### src/rtl/pid_cfg_pkg.sv
`default_nettype none
// ============================================================================
// Module      : pid_cfg_pkg
// Description : Shared types and constants for the PID configuration loader:
//               FSM state encoding, SPI frame geometry and register addresses.
// Revision    : 1.0 - initial release
// ============================================================================
package pid_cfg_pkg;

  typedef enum logic [1:0] {
    IDLE    = 2'd0,
    SHIFT   = 2'd1,
    WAIT_CS = 2'd2
  } state_t;

  localparam int ADDR_BITS         = 4;
  localparam int RSVD_BITS         = 4;
  localparam int DEFAULT_WORD_BITS = 16;

  // Frame is [addr | reserved | data], MSB first.
  localparam int FRAME_BITS = ADDR_BITS + RSVD_BITS + DEFAULT_WORD_BITS;
  localparam int ADDR_LSB   = FRAME_BITS - ADDR_BITS;

  localparam logic [ADDR_BITS-1:0] REG_KP = 4'd0;
  localparam logic [ADDR_BITS-1:0] REG_KI = 4'd1;
  localparam logic [ADDR_BITS-1:0] REG_KD = 4'd2;
  localparam logic [ADDR_BITS-1:0] REG_SP = 4'd3;

  // Frame geometry for a non-default data width.
  function automatic int frame_bits_for(input int word_bits);
    return ADDR_BITS + RSVD_BITS + word_bits;
  endfunction

  function automatic int addr_lsb_for(input int word_bits);
    return RSVD_BITS + word_bits;
  endfunction

endpackage
`default_nettype wire

### src/rtl/pid_cfg_loader_if.sv
`default_nettype none
// ============================================================================
// Module      : pid_cfg_loader_if
// Description : SPI pins in, register file and status out. The master side
//               drives the pins; the slave side is the loader.
// Revision    : 1.0 - initial release
// ============================================================================
interface pid_cfg_loader_if
  import pid_cfg_pkg::*;
#(
  parameter int NREGS     = 4,
  parameter int WORD_BITS = 16
);

  logic                       cs;
  logic                       sck;
  logic                       mosi;
  logic [NREGS*WORD_BITS-1:0] regs_flat;
  logic                       wr_strobe;
  logic [ADDR_BITS-1:0]       wr_addr;
  logic                       busy;
  logic                       err;

  modport master (
    output cs, sck, mosi,
    input  regs_flat, wr_strobe, wr_addr, busy, err
  );

  modport slave (
    input  cs, sck, mosi,
    output regs_flat, wr_strobe, wr_addr, busy, err
  );

endinterface
`default_nettype wire

### src/rtl/spi_pin_sync.sv
`default_nettype none
// ============================================================================
// Module      : spi_pin_sync
// Description : Two-flop synchronizers for cs/sck/mosi plus a registered
//               falling-edge detector on the synchronized sck.
// Revision    : 1.0 - initial release
// ============================================================================
module spi_pin_sync #(
  parameter logic CS_RESET = 1'b1
) (
  input  logic clk,
  input  logic reset,
  input  logic cs,
  input  logic sck,
  input  logic mosi,
  output logic cs_s,
  output logic mosi_s,
  output logic sck_fall
);

  logic cs_meta;
  logic sck_meta;
  logic sck_s;
  logic sck_d;
  logic mosi_meta;

  // Synchronizer chains and the sck history flop used for edge detection.
  always_ff @(posedge clk) begin
    if (reset) begin
      cs_meta   <= CS_RESET;
      cs_s      <= CS_RESET;
      sck_meta  <= 1'b0;
      sck_s     <= 1'b0;
      sck_d     <= 1'b0;
      mosi_meta <= 1'b0;
      mosi_s    <= 1'b0;
    end else begin
      cs_meta   <= cs;
      cs_s      <= cs_meta;
      sck_meta  <= sck;
      sck_s     <= sck_meta;
      sck_d     <= sck_s;
      mosi_meta <= mosi;
      mosi_s    <= mosi_meta;
    end
  end

  assign sck_fall = sck_d & ~sck_s;

endmodule
`default_nettype wire

### src/rtl/pid_cfg_loader.sv
`default_nettype none
// ============================================================================
// Module      : pid_cfg_loader
// Description : Frames SPI write transactions sampled in the clk domain and
//               commits address/data pairs into the PID coefficient registers.
//               Optional frame abort timer enabled by PID_CFG_TIMEOUT_EN.
// Revision    : 1.0 - initial release
// ============================================================================
module pid_cfg_loader
  import pid_cfg_pkg::*;
#(
  parameter int WORD_BITS      = 16,
  parameter int NREGS          = 4,
  parameter int MOSI_INV       = 1,
  parameter int TIMEOUT_CYCLES = 1024
) (
  input  logic             clk,
  input  logic             reset,
  pid_cfg_loader_if.slave  bus
);

  localparam int FBITS = frame_bits_for(WORD_BITS);
  localparam int ALSB  = addr_lsb_for(WORD_BITS);
  localparam int CNT_W = $clog2(FBITS + 1);

  logic cs_s;
  logic mosi_s;
  logic sck_fall;

  spi_pin_sync #(
    .CS_RESET (1'b1)
  ) u_sync (
    .clk      (clk),
    .reset    (reset),
    .cs       (bus.cs),
    .sck      (bus.sck),
    .mosi     (bus.mosi),
    .cs_s     (cs_s),
    .mosi_s   (mosi_s),
    .sck_fall (sck_fall)
  );

  state_t               r_state;
  state_t               w_next;
  logic [FBITS-1:0]     r_shreg;
  logic [FBITS-1:0]     w_shifted;
  logic [CNT_W-1:0]     r_bitcnt;
  logic [ADDR_BITS-1:0] w_addr;
  logic [WORD_BITS-1:0] w_data;
  logic                 w_addr_ok;
  logic                 w_bit;
  logic [1:0]           r_primed;
  logic                 r_cs_hi_seen;
  logic                 w_clear;
  logic                 w_shift;
  logic                 w_commit;
  logic                 w_reject;
  logic                 w_tmo;
  logic                 r_wr_strobe;
  logic                 r_err;
  logic [ADDR_BITS-1:0] r_wr_addr;
  logic [WORD_BITS-1:0] r_regs [NREGS];

  assign w_bit     = mosi_s ^ (MOSI_INV != 0);
  assign w_shifted = {r_shreg[FBITS-2:0], w_bit};
  assign w_addr    = w_shifted[ALSB +: ADDR_BITS];
  assign w_data    = w_shifted[WORD_BITS-1:0];
  assign w_addr_ok = int'(w_addr) < NREGS;

`ifdef PID_CFG_TIMEOUT_EN
  localparam int TMO_W = $clog2(TIMEOUT_CYCLES + 1);
  logic [TMO_W-1:0] r_tmo;

  // Idle timer: runs only in SHIFT and restarts on every sampled sck edge.
  always_ff @(posedge clk) begin
    if (reset || (r_state != SHIFT) || sck_fall) begin
      r_tmo <= '0;
    end else if (!w_tmo) begin
      r_tmo <= r_tmo + TMO_W'(1);
    end
  end

  assign w_tmo = (r_tmo == TMO_W'(TIMEOUT_CYCLES));
`else
  logic unused_timeout;
  assign unused_timeout = (TIMEOUT_CYCLES > 0);
  assign w_tmo          = 1'b0;
`endif

  // State register.
  always_ff @(posedge clk) begin
    if (reset) begin
      r_state <= IDLE;
    end else begin
      r_state <= w_next;
    end
  end

  // Next-state and datapath controls; cs release outranks a same-cycle bit.
  always_comb begin
    w_next   = r_state;
    w_clear  = 1'b0;
    w_shift  = 1'b0;
    w_commit = 1'b0;
    w_reject = 1'b0;
    case (r_state)
      IDLE: begin
        if (r_cs_hi_seen && !cs_s) begin
          w_next  = SHIFT;
          w_clear = 1'b1;
        end
      end
      SHIFT: begin
        if (cs_s) begin
          w_next   = IDLE;
          w_reject = (r_bitcnt != '0);
        end else if (w_tmo) begin
          w_next   = WAIT_CS;
          w_reject = 1'b1;
        end else if (sck_fall) begin
          w_shift = 1'b1;
          if (r_bitcnt == CNT_W'(FBITS - 1)) begin
            w_next   = WAIT_CS;
            w_commit = w_addr_ok;
            w_reject = !w_addr_ok;
          end
        end
      end
      WAIT_CS: begin
        if (cs_s) begin
          w_next = IDLE;
        end
      end
      default: w_next = IDLE;
    endcase
  end

  // Frame shifter, cs arming, register file and output pulses.
  always_ff @(posedge clk) begin
    if (reset) begin
      r_shreg      <= '0;
      r_bitcnt     <= '0;
      r_primed     <= 2'b00;
      r_cs_hi_seen <= 1'b0;
      r_wr_strobe  <= 1'b0;
      r_err        <= 1'b0;
      r_wr_addr    <= '0;
      for (int i = 0; i < NREGS; i++) begin
        r_regs[i] <= '0;
      end
    end else begin
      // cs_s holds its reset value for two cycles; only a real high arms IDLE.
      r_primed     <= {r_primed[0], 1'b1};
      r_cs_hi_seen <= r_cs_hi_seen | (r_primed[1] & cs_s);
      r_wr_strobe  <= w_commit;
      r_err        <= w_reject;
      if (w_clear) begin
        r_shreg  <= '0;
        r_bitcnt <= '0;
      end else if (w_shift) begin
        r_shreg  <= w_shifted;
        r_bitcnt <= r_bitcnt + CNT_W'(1);
      end
      if (w_commit) begin
        r_wr_addr <= w_addr;
        for (int i = 0; i < NREGS; i++) begin
          if (w_addr == ADDR_BITS'(i)) begin
            r_regs[i] <= w_data;
          end
        end
      end
    end
  end

  for (genvar gi = 0; gi < NREGS; gi++) begin : g_flat
    assign bus.regs_flat[gi*WORD_BITS +: WORD_BITS] = r_regs[gi];
  end

  assign bus.wr_strobe = r_wr_strobe;
  assign bus.wr_addr   = r_wr_addr;
  assign bus.err       = r_err;
  assign bus.busy      = (r_state != IDLE);

endmodule
`default_nettype wire
### src/flat_wrapper.sv
// flat-port wrapper written by rule: the top's interface ports become plain ports
module pid_cfg_loader_flat import pid_cfg_pkg::*;
#(
  parameter int WORD_BITS      = 16,
  parameter int NREGS          = 4,
  parameter int MOSI_INV       = 1,
  parameter int TIMEOUT_CYCLES = 1024
)
  (clk, reset, bus_cs, bus_sck, bus_mosi, bus_regs_flat, bus_wr_strobe, bus_wr_addr, bus_busy, bus_err);
  pid_cfg_loader_if #(.NREGS(NREGS), .WORD_BITS(WORD_BITS)) bus_i ();
  input  logic clk;
  input  logic reset;
  input wire logic [$bits(bus_i.cs)-1:0] bus_cs;
  input wire logic [$bits(bus_i.sck)-1:0] bus_sck;
  input wire logic [$bits(bus_i.mosi)-1:0] bus_mosi;
  output wire logic [$bits(bus_i.regs_flat)-1:0] bus_regs_flat;
  output wire logic [$bits(bus_i.wr_strobe)-1:0] bus_wr_strobe;
  output wire logic [$bits(bus_i.wr_addr)-1:0] bus_wr_addr;
  output wire logic [$bits(bus_i.busy)-1:0] bus_busy;
  output wire logic [$bits(bus_i.err)-1:0] bus_err;
  assign bus_i.cs = bus_cs;
  assign bus_i.sck = bus_sck;
  assign bus_i.mosi = bus_mosi;
  assign bus_regs_flat = bus_i.regs_flat;
  assign bus_wr_strobe = bus_i.wr_strobe;
  assign bus_wr_addr = bus_i.wr_addr;
  assign bus_busy = bus_i.busy;
  assign bus_err = bus_i.err;
  pid_cfg_loader #(.WORD_BITS(WORD_BITS), .NREGS(NREGS), .MOSI_INV(MOSI_INV), .TIMEOUT_CYCLES(TIMEOUT_CYCLES)) u_core (.clk(clk), .reset(reset), .bus(bus_i));
endmodule
### config.mk
export PLATFORM = sky130hd
export DESIGN_NAME = pid_cfg_loader_flat
export DESIGN_NICKNAME = d
export VERILOG_FILES = /design/src/rtl/pid_cfg_pkg.sv /design/src/rtl/pid_cfg_loader_if.sv /design/src/rtl/spi_pin_sync.sv /design/src/rtl/pid_cfg_loader.sv /design/src/flat_wrapper.sv
export SDC_FILE = /design/constraint.sdc
export NUM_CORES = 1
export LEC_CHECK = 0
export CORE_ASPECT_RATIO = 2
export CORE_MARGIN = 5
export CORE_UTILIZATION = 47
export CTS_CLUSTER_DIAMETER = 80
export CTS_CLUSTER_SIZE = 16
export DETAILED_ROUTE_END_ITERATION = 8
export GPL_TIMING_DRIVEN = 0
export PLACE_DENSITY = 0.75
export SLEW_MARGIN = 30
export SYNTH_ARGS = -nofsm -noshare
export SYNTH_HDL_FRONTEND = slang
export SYNTH_HIERARCHICAL = 1
export SYNTH_SLANG_ARGS = --single-unit
### constraint.sdc
create_clock -name clk -period 2.8 [get_ports clk]
set_clock_uncertainty 0.1 [all_clocks]
set_input_delay 0.56 -clock clk [delete_from_list [all_inputs] [get_ports clk]]
set_output_delay 0.56 -clock clk [all_outputs]
set_load 0.02 [all_outputs]
==> flow_summary.ini, run 1 <==
[clocking]
cts_resized = 0
clk_latency_ns = 0.34
clkTransAtPathRegs_ns = 0.07
cts.sinks = 110
cts_setup_buffers = 0
postCtsHoldBufs = 0
cts_root_buf = clkbuf_16
htree_levels = 3
cts_tree = yes
cts_buffers = 9
cts.path.max_buffers = 2

[routing]
dr.first_iter.drc_count = 239
vias = 3023
routedWlPerCell_um = 16.59
drc = 0
avgViaCountPerCell = 5.408
antenna_left = 0
wl_um = 9276
firstDrtPassIters = 4

[yosys]
ys_seq_area_share_pct = 65.36
netlist_area_um2 = 4349
ys_types = 37
synth-simple-area-share_pct = 22.50
avgSynthCellArea_um2 = 12.01
synth_fa_ha_area_share_pct = 0.5754
synthCells = 362
synthMuxAreaShare_pct = 0.4603
ys_ff_latch = 110
synth-async-reset-ratio_pct = 0
synth_xor_area_share_pct = 0
synth_compound_area_share_pct = 5.610
synth_edf_count = 64
synth-warning-count = 6
synth_top_family_by_area = simple AND/OR/NAND/NOR gates
syn_nets = 369
synth_ff_type = edfxtp_1

[place]
post-dp-hpwl_um = 7040
routabilityCongestion = 0.7999
dp_slack_ns = 0.1035
port-buffer-count = 75

[layout]
syn2layout_area_growth_pct = 28.28
n_fill_cell = 730
mostFrequentLayoutCells = clkdlybuf4s50_1 (75), nand2_1 (65), edfxtp_1 (64)
drive_gt1_share_pct = 15.54
multiInputGateArea_um2 = 1282
layout.nets = 459
utilization_pct = 61.90
regArea_um2 = 2843
antenna_cells = 0
layout_commonest_cell = clkdlybuf4s50_1

[pwr]
power_density_nw_per_um2 = 576.9
total_leakage_power_uw = 0.001782
ir_worst_vdd_v = 0.0003925
finalPower_uw = 3219

[worst_setup_path]
critical_path.cell_chain = nor2b_1 > nand4_1 > nand4b_1 > buf_6 > buf_6 > o21ai_2 > buf_6
slowest_delay_ns = 0.39
cp-start-kind = flip-flop
required_ns = 2.76
cp_data_arrival_time_ns = 2.29
crit_slowest_cell = o21ai_2
cp_max_fo = 10
cpMostUsedCell = buf_6
crit_type = flip-flop to flip-flop
end_kind = flip-flop

[timing]
finalMaxSlewViolations = 0
min_period_ns = 2.334
setup_ws_ns = 0.4662
setup_viol = 0
setup_tns_ns = 0
holdWs_ns = 0.3158
rsz0062_at_grt = false
worst_pin_slew_ns = 0.7273
fmax_ghz = 0.4285
fin_crit_sh_pct = 83.35
timing.slew.headroom_pct = 51.51
hold_viol = 0

[hold_path]
min-delay-path-class = flip-flop to flip-flop

[die]
die_w_um = 78.02
pin_count = 76
die_h_um = 146.0
num_rows = 49
core_area_um2 = 9012
die_area_um2 = 11390
initial_core_util_pct = 48.26

[grt]
first_global_vias = 3020
grt_pass1_wl_um = 15160
track_usage_pct = 16.81
antenna_found_initial = 0
grt_start_max_net_pins = 17
grt-ovfl-total = 0

[run_status]
status = complete, no violations

[run]
maxCapViolCount = 0
[cells in the mapped netlist (2+ instances only)]
cell      count  area share (%)
mux2i_1       2            0.46
or2_2         3            0.43
a211oi_1      2            0.35
ha_1          2            0.58
inv_1        13             1.1
nor2_1        5            0.43
nor4_4        2            0.98
a21oi_1      29             3.3
edfxtp_1     64              44
nand3_1       2            0.23
nor4_2       21             6.0
buf_1         2            0.17
nor3_1       40             4.6
or2_1         2            0.29
nand2b_1      3            0.43
buf_2        11             1.3
clkbuf_1      8            0.69
and3_1        4            0.58
nand2_1      65             5.6
nor2b_1       7             1.0
buf_6         8             2.1
dfxtp_1      46              21
o21ai_0       6            0.69
a21o_1        2            0.35
[sequential cells by signal, summed over array words and instances (netlist names)]
register and count:
u_core/r_state 2, u_core/u_sync/sck_d 1, u_core/bus.err 1, u_core/r_bitcnt 5, u_core/u_sync/cs_meta 1, u_core/r_cs_hi_seen 1
u_core/u_sync/cs_s 1, u_core/bus.wr_addr 4, u_core/u_sync/mosi_s 1, u_core/bus.wr_strobe 1, u_core/r_shreg 23, u_core/r_regs 64
u_core/u_sync/sck_meta 1, u_core/r_primed 2, u_core/u_sync/sck_s 1, u_core/u_sync/mosi_meta 1
[critical path, delay by kind of cell (launching register included)]
| family | cells | cell delay [ns] |
|---|---|---|
| buffers and inverters | 3 | 0.55 |
| flip-flops | 1 | 0.30 |
| AO/OA/AOI/OAI | 1 | 0.39 |
| AND/OR/NAND/NOR | 3 | 0.70 |
[cell families after synthesis]
family	Yosys count
compound gates	42
fa+ha+maj	2
buf+inv	43
flops	110
mux	2
simple gates	163
[path summary, 6_finish.rpt]
kind,from,to,slack [ns],cells past startpoint
worst max register to register,u_core/u_sync/sck_d$_SDFF_PP0_,u_core/r_regs[2][4]$_SDFFCE_PN0P_,0.47,7
worst min register to register,u_core/u_sync/cs_meta$_SDFF_PP1_,u_core/u_sync/cs_s$_SDFF_PP1_,0.32,1
worst min-delay path,u_core/u_sync/cs_meta$_SDFF_PP1_,u_core/u_sync/cs_s$_SDFF_PP1_,0.32,1
worst max-delay path,u_core/u_sync/sck_d$_SDFF_PP0_,u_core/r_regs[2][4]$_SDFFCE_PN0P_,0.47,7
[report_power, final]
part	switching, µW	total, µW	internal (µW)
combinational	119	210	90.6
clock	529	1240	710
sequential	16.2	1770	1750
total	664	3220	2550
[per-layer routing]
metal  share of wire (%)  track usage [%]
met5                   0                0
met4                 2.1            7.783
met3                 4.9            3.514
met1                  35            17.54
met2                  58            31.11
[final cells by class]
type                    count  share of cell area, %
plain buffers              30                  3.409
clock buffers              11                  4.351
clock inverters             5                 0.8746
inverters                  13                 0.8746
multi-input cells         209                  22.99
flip-flops and latches    110                  50.95
well taps                 102                  2.288
repair buffers             79                  14.26
[per-stage QoR]
stage / std cells / cell area (µm²)
5_1_grt: 559 / 5579
3_3_place_gp: 539 / 5228
4_1_cts: 559 / 5579
2_1_floorplan: 362 / 4349
6_report: 559 / 5579
3_5_place_dp: 543 / 5288
(Power assumes the default switching activity.)
==> run 2, diff against run 1 <==
CORE_UTILIZATION = 52   (was 47)
PLACE_DENSITY = 0.79   (was 0.75)
clock period = 2.2 ns   (was 2.8 ns; I/O delays follow)
==> flow_summary.ini, run 2 (synthesis gave the netlist of run 1 again) <==
[clocking]
clkTransAtPathRegs_ns = 0.06
postCtsHoldBufs = 0
htree_levels = 3
cts.path.max_buffers = 2
cts_buffers = 9
cts_root_buf = clkbuf_16
cts_tree = yes
clk_latency_ns = 0.34
cts.sinks = 110

[timing]
setup_viol = 0
worst_pin_slew_ns = 0.7115
hold_viol = 0
setup_ws_ns = 0.05122
fin_crit_sh_pct = 97.67
rsz0062_at_grt = false
finalMaxSlewViolations = 0
fmax_ghz = 0.4654
timing.slew.headroom_pct = 52.57
min_period_ns = 2.149

[worst_setup_path]
r2r_cells = 7
cp_max_fo = 9
end_kind = output port
crit_slowest_cell = clkdlybuf4s50_1
slowest_delay_ns = 0.54
cp_data_arrival_time_ns = 1.61
r2r-end = u_core/r_regs[2][5]$_SDFFCE_PN0P_
crit_type = flip-flop to output port
critical_path.cell_chain = buf_4 > or2_2 > clkdlybuf4s50_1
rr_startpoint = u_core/r_bitcnt[0]$_SDFFE_PP0P_
required_ns = 1.66
ff2ff_setup_slack_ns = 0.15
cp-start-kind = flip-flop

[grt]
track_usage_pct = 18.56
grt_pass1_wl_um = 14670
antenna_found_initial = 0
first_global_vias = 3039
grt_start_max_net_pins = 17
grt-ovfl-total = 0

[layout]
top_regs = u_core/r_regs (64), u_core/r_shreg (23), u_core/r_bitcnt (5)
layout.nets = 462
utilization_pct = 68.53
drive_gt1_share_pct = 16.30
multiInputGateArea_um2 = 1313
layout_commonest_cell = clkdlybuf4s50_1
antenna_cells = 0
largest_reg_flops = 64
regMostFlops = u_core/r_regs
mostFrequentLayoutCells = clkdlybuf4s50_1 (75), nand2_1 (65), edfxtp_1 (64)
syn2layout_area_growth_pct = 29.72
n_fill_cell = 584
regArea_um2 = 2843

[pwr]
power_density_nw_per_um2 = 719.0
p_clk_share_pct = 37.6
comb_power_share_pct = 6.9
power_switching_uw = 833.6
ir_worst_vdd_v = 0.0004352
power_frac_seq_pct = 55.5
switching_share_pct = 20.55
total_leakage_power_uw = 0.001800
internal_power_uw = 3223

[die]
initial_core_util_pct = 52.83
die_w_um = 74.67
core_area_um2 = 8233
pin_count = 76
die_area_um2 = 10400
num_rows = 47
die_h_um = 139.3

[place]
dp_slack_ns = -0.5612
routabilityCongestion = 0.8752
post-dp-hpwl_um = 6772
port-buffer-count = 75

[routing]
vias = 3063
wl_um = 9374
dr.first_iter.drc_count = 217
avgViaCountPerCell = 5.489
antenna_left = 0
drc = 0
firstDrtPassIters = 4
routedWlPerCell_um = 16.80

[hold_path]
hold-path-endpoint = u_core/u_sync/cs_s$_SDFF_PP1_
holdPathStages = 1
min_from = u_core/u_sync/cs_meta$_SDFF_PP1_
min-delay-path-class = flip-flop to flip-flop

[run_status]
status = complete, no violations

[run]
maxCapViolCount = 0
==> run 2: changes by cell type in the layout (fill, tap and decap cells not counted), sizes merged <==
| cell | delta |
|---|---|
| clkinvlp | +2 |
| clkinv | -1 |
| buf | +3 |
| clkbuf | -1 |
==> run 2: repair_timing <==
item / in CTS / in global routing
resized for setup: 5 / 2
cloned: 0 / 0
endpoints found under the setup margin: 64 / 16
pin swaps: 4 / 0
buffers inserted: 6 / 1
==> run 2: metal layers <==
layer / track usage [%] / vias to the layer above / routed length, µm
li1: - / 1470 / -
met1: 18.23 / 1472 / 3208
met2: 34.20 / 95 / 5362
met3: 3.755 / 26 / 457
met4: 10.13 / 0 / 345
met5: 0 / - / 0
==> run 2: area by class of cell <==
class	instances	area share [%]
Sequential cell	110	50.39
Buffer	30	3.415
Clock buffer	10	4.059
Clock inverter	6	0.9315
Tap cell	98	2.173
Timing Repair Buffer	82	14.90
Multi-Input combinational cell	209	23.26
Inverter	13	0.8649
==> run 2: worst max-delay path, delay by kind of cell (launching register included) <==
| family | cells | cell delay [ns] |
|---|---|---|
| flip-flops | 1 | 0.30 |
| buffers and inverters | 2 | 0.70 |
| AND/OR/NAND/NOR | 1 | 0.27 |
==> run 2: power groups by stage <==
stage	Combinational, µW	Sequential [µW]	Clock, µW
after floorplan	50.3	2370	0
after global placement	255	2300	0
after detailed placement	260	2300	0
after CTS	281	2250	1550
after global routing	291	2260	1620
final	279	2250	1520
==> run 2: worst max path at each step <==
stage,endpoint,depth (start not counted),start
2_1_floorplan,u_core/r_regs[2][0]$_SDFFCE_PN0P_,6,u_core/r_bitcnt[0]$_SDFFE_PP0P_
3_3_place_gp,u_core/r_regs[1][7]$_SDFFCE_PN0P_,4,reset
3_5_place_dp,u_core/r_regs[2][8]$_SDFFCE_PN0P_,4,reset
4_1_cts,bus_busy,3,u_core/r_state[1]$_SDFFE_PP0P_
5_1_grt,u_core/r_regs[1][2]$_SDFFCE_PN0P_,5,reset
6_report,bus_busy,3,u_core/r_state[1]$_SDFFE_PP0P_
==> run 2: stage by stage <==
| step | TNS, ns | area, µm² | hold WS, ns | instances | power [µW] |
|---|---|---|---|---|---|
| after global routing | 0 | 5642 | 0.3455 | 558 | 4166 |
| after global placement | -50.12 | 5223 | 0.2910 | 535 | 2554 |
| final | 0 | 5642 | 0.3099 | 558 | 4057 |
| after CTS | 0 | 5633 | 0.3111 | 557 | 4085 |
| after detailed placement | -41.32 | 5238 | 0.2954 | 535 | 2561 |
| after floorplan | -12.66 | 4349 | 0.2832 | 362 | 2421 |
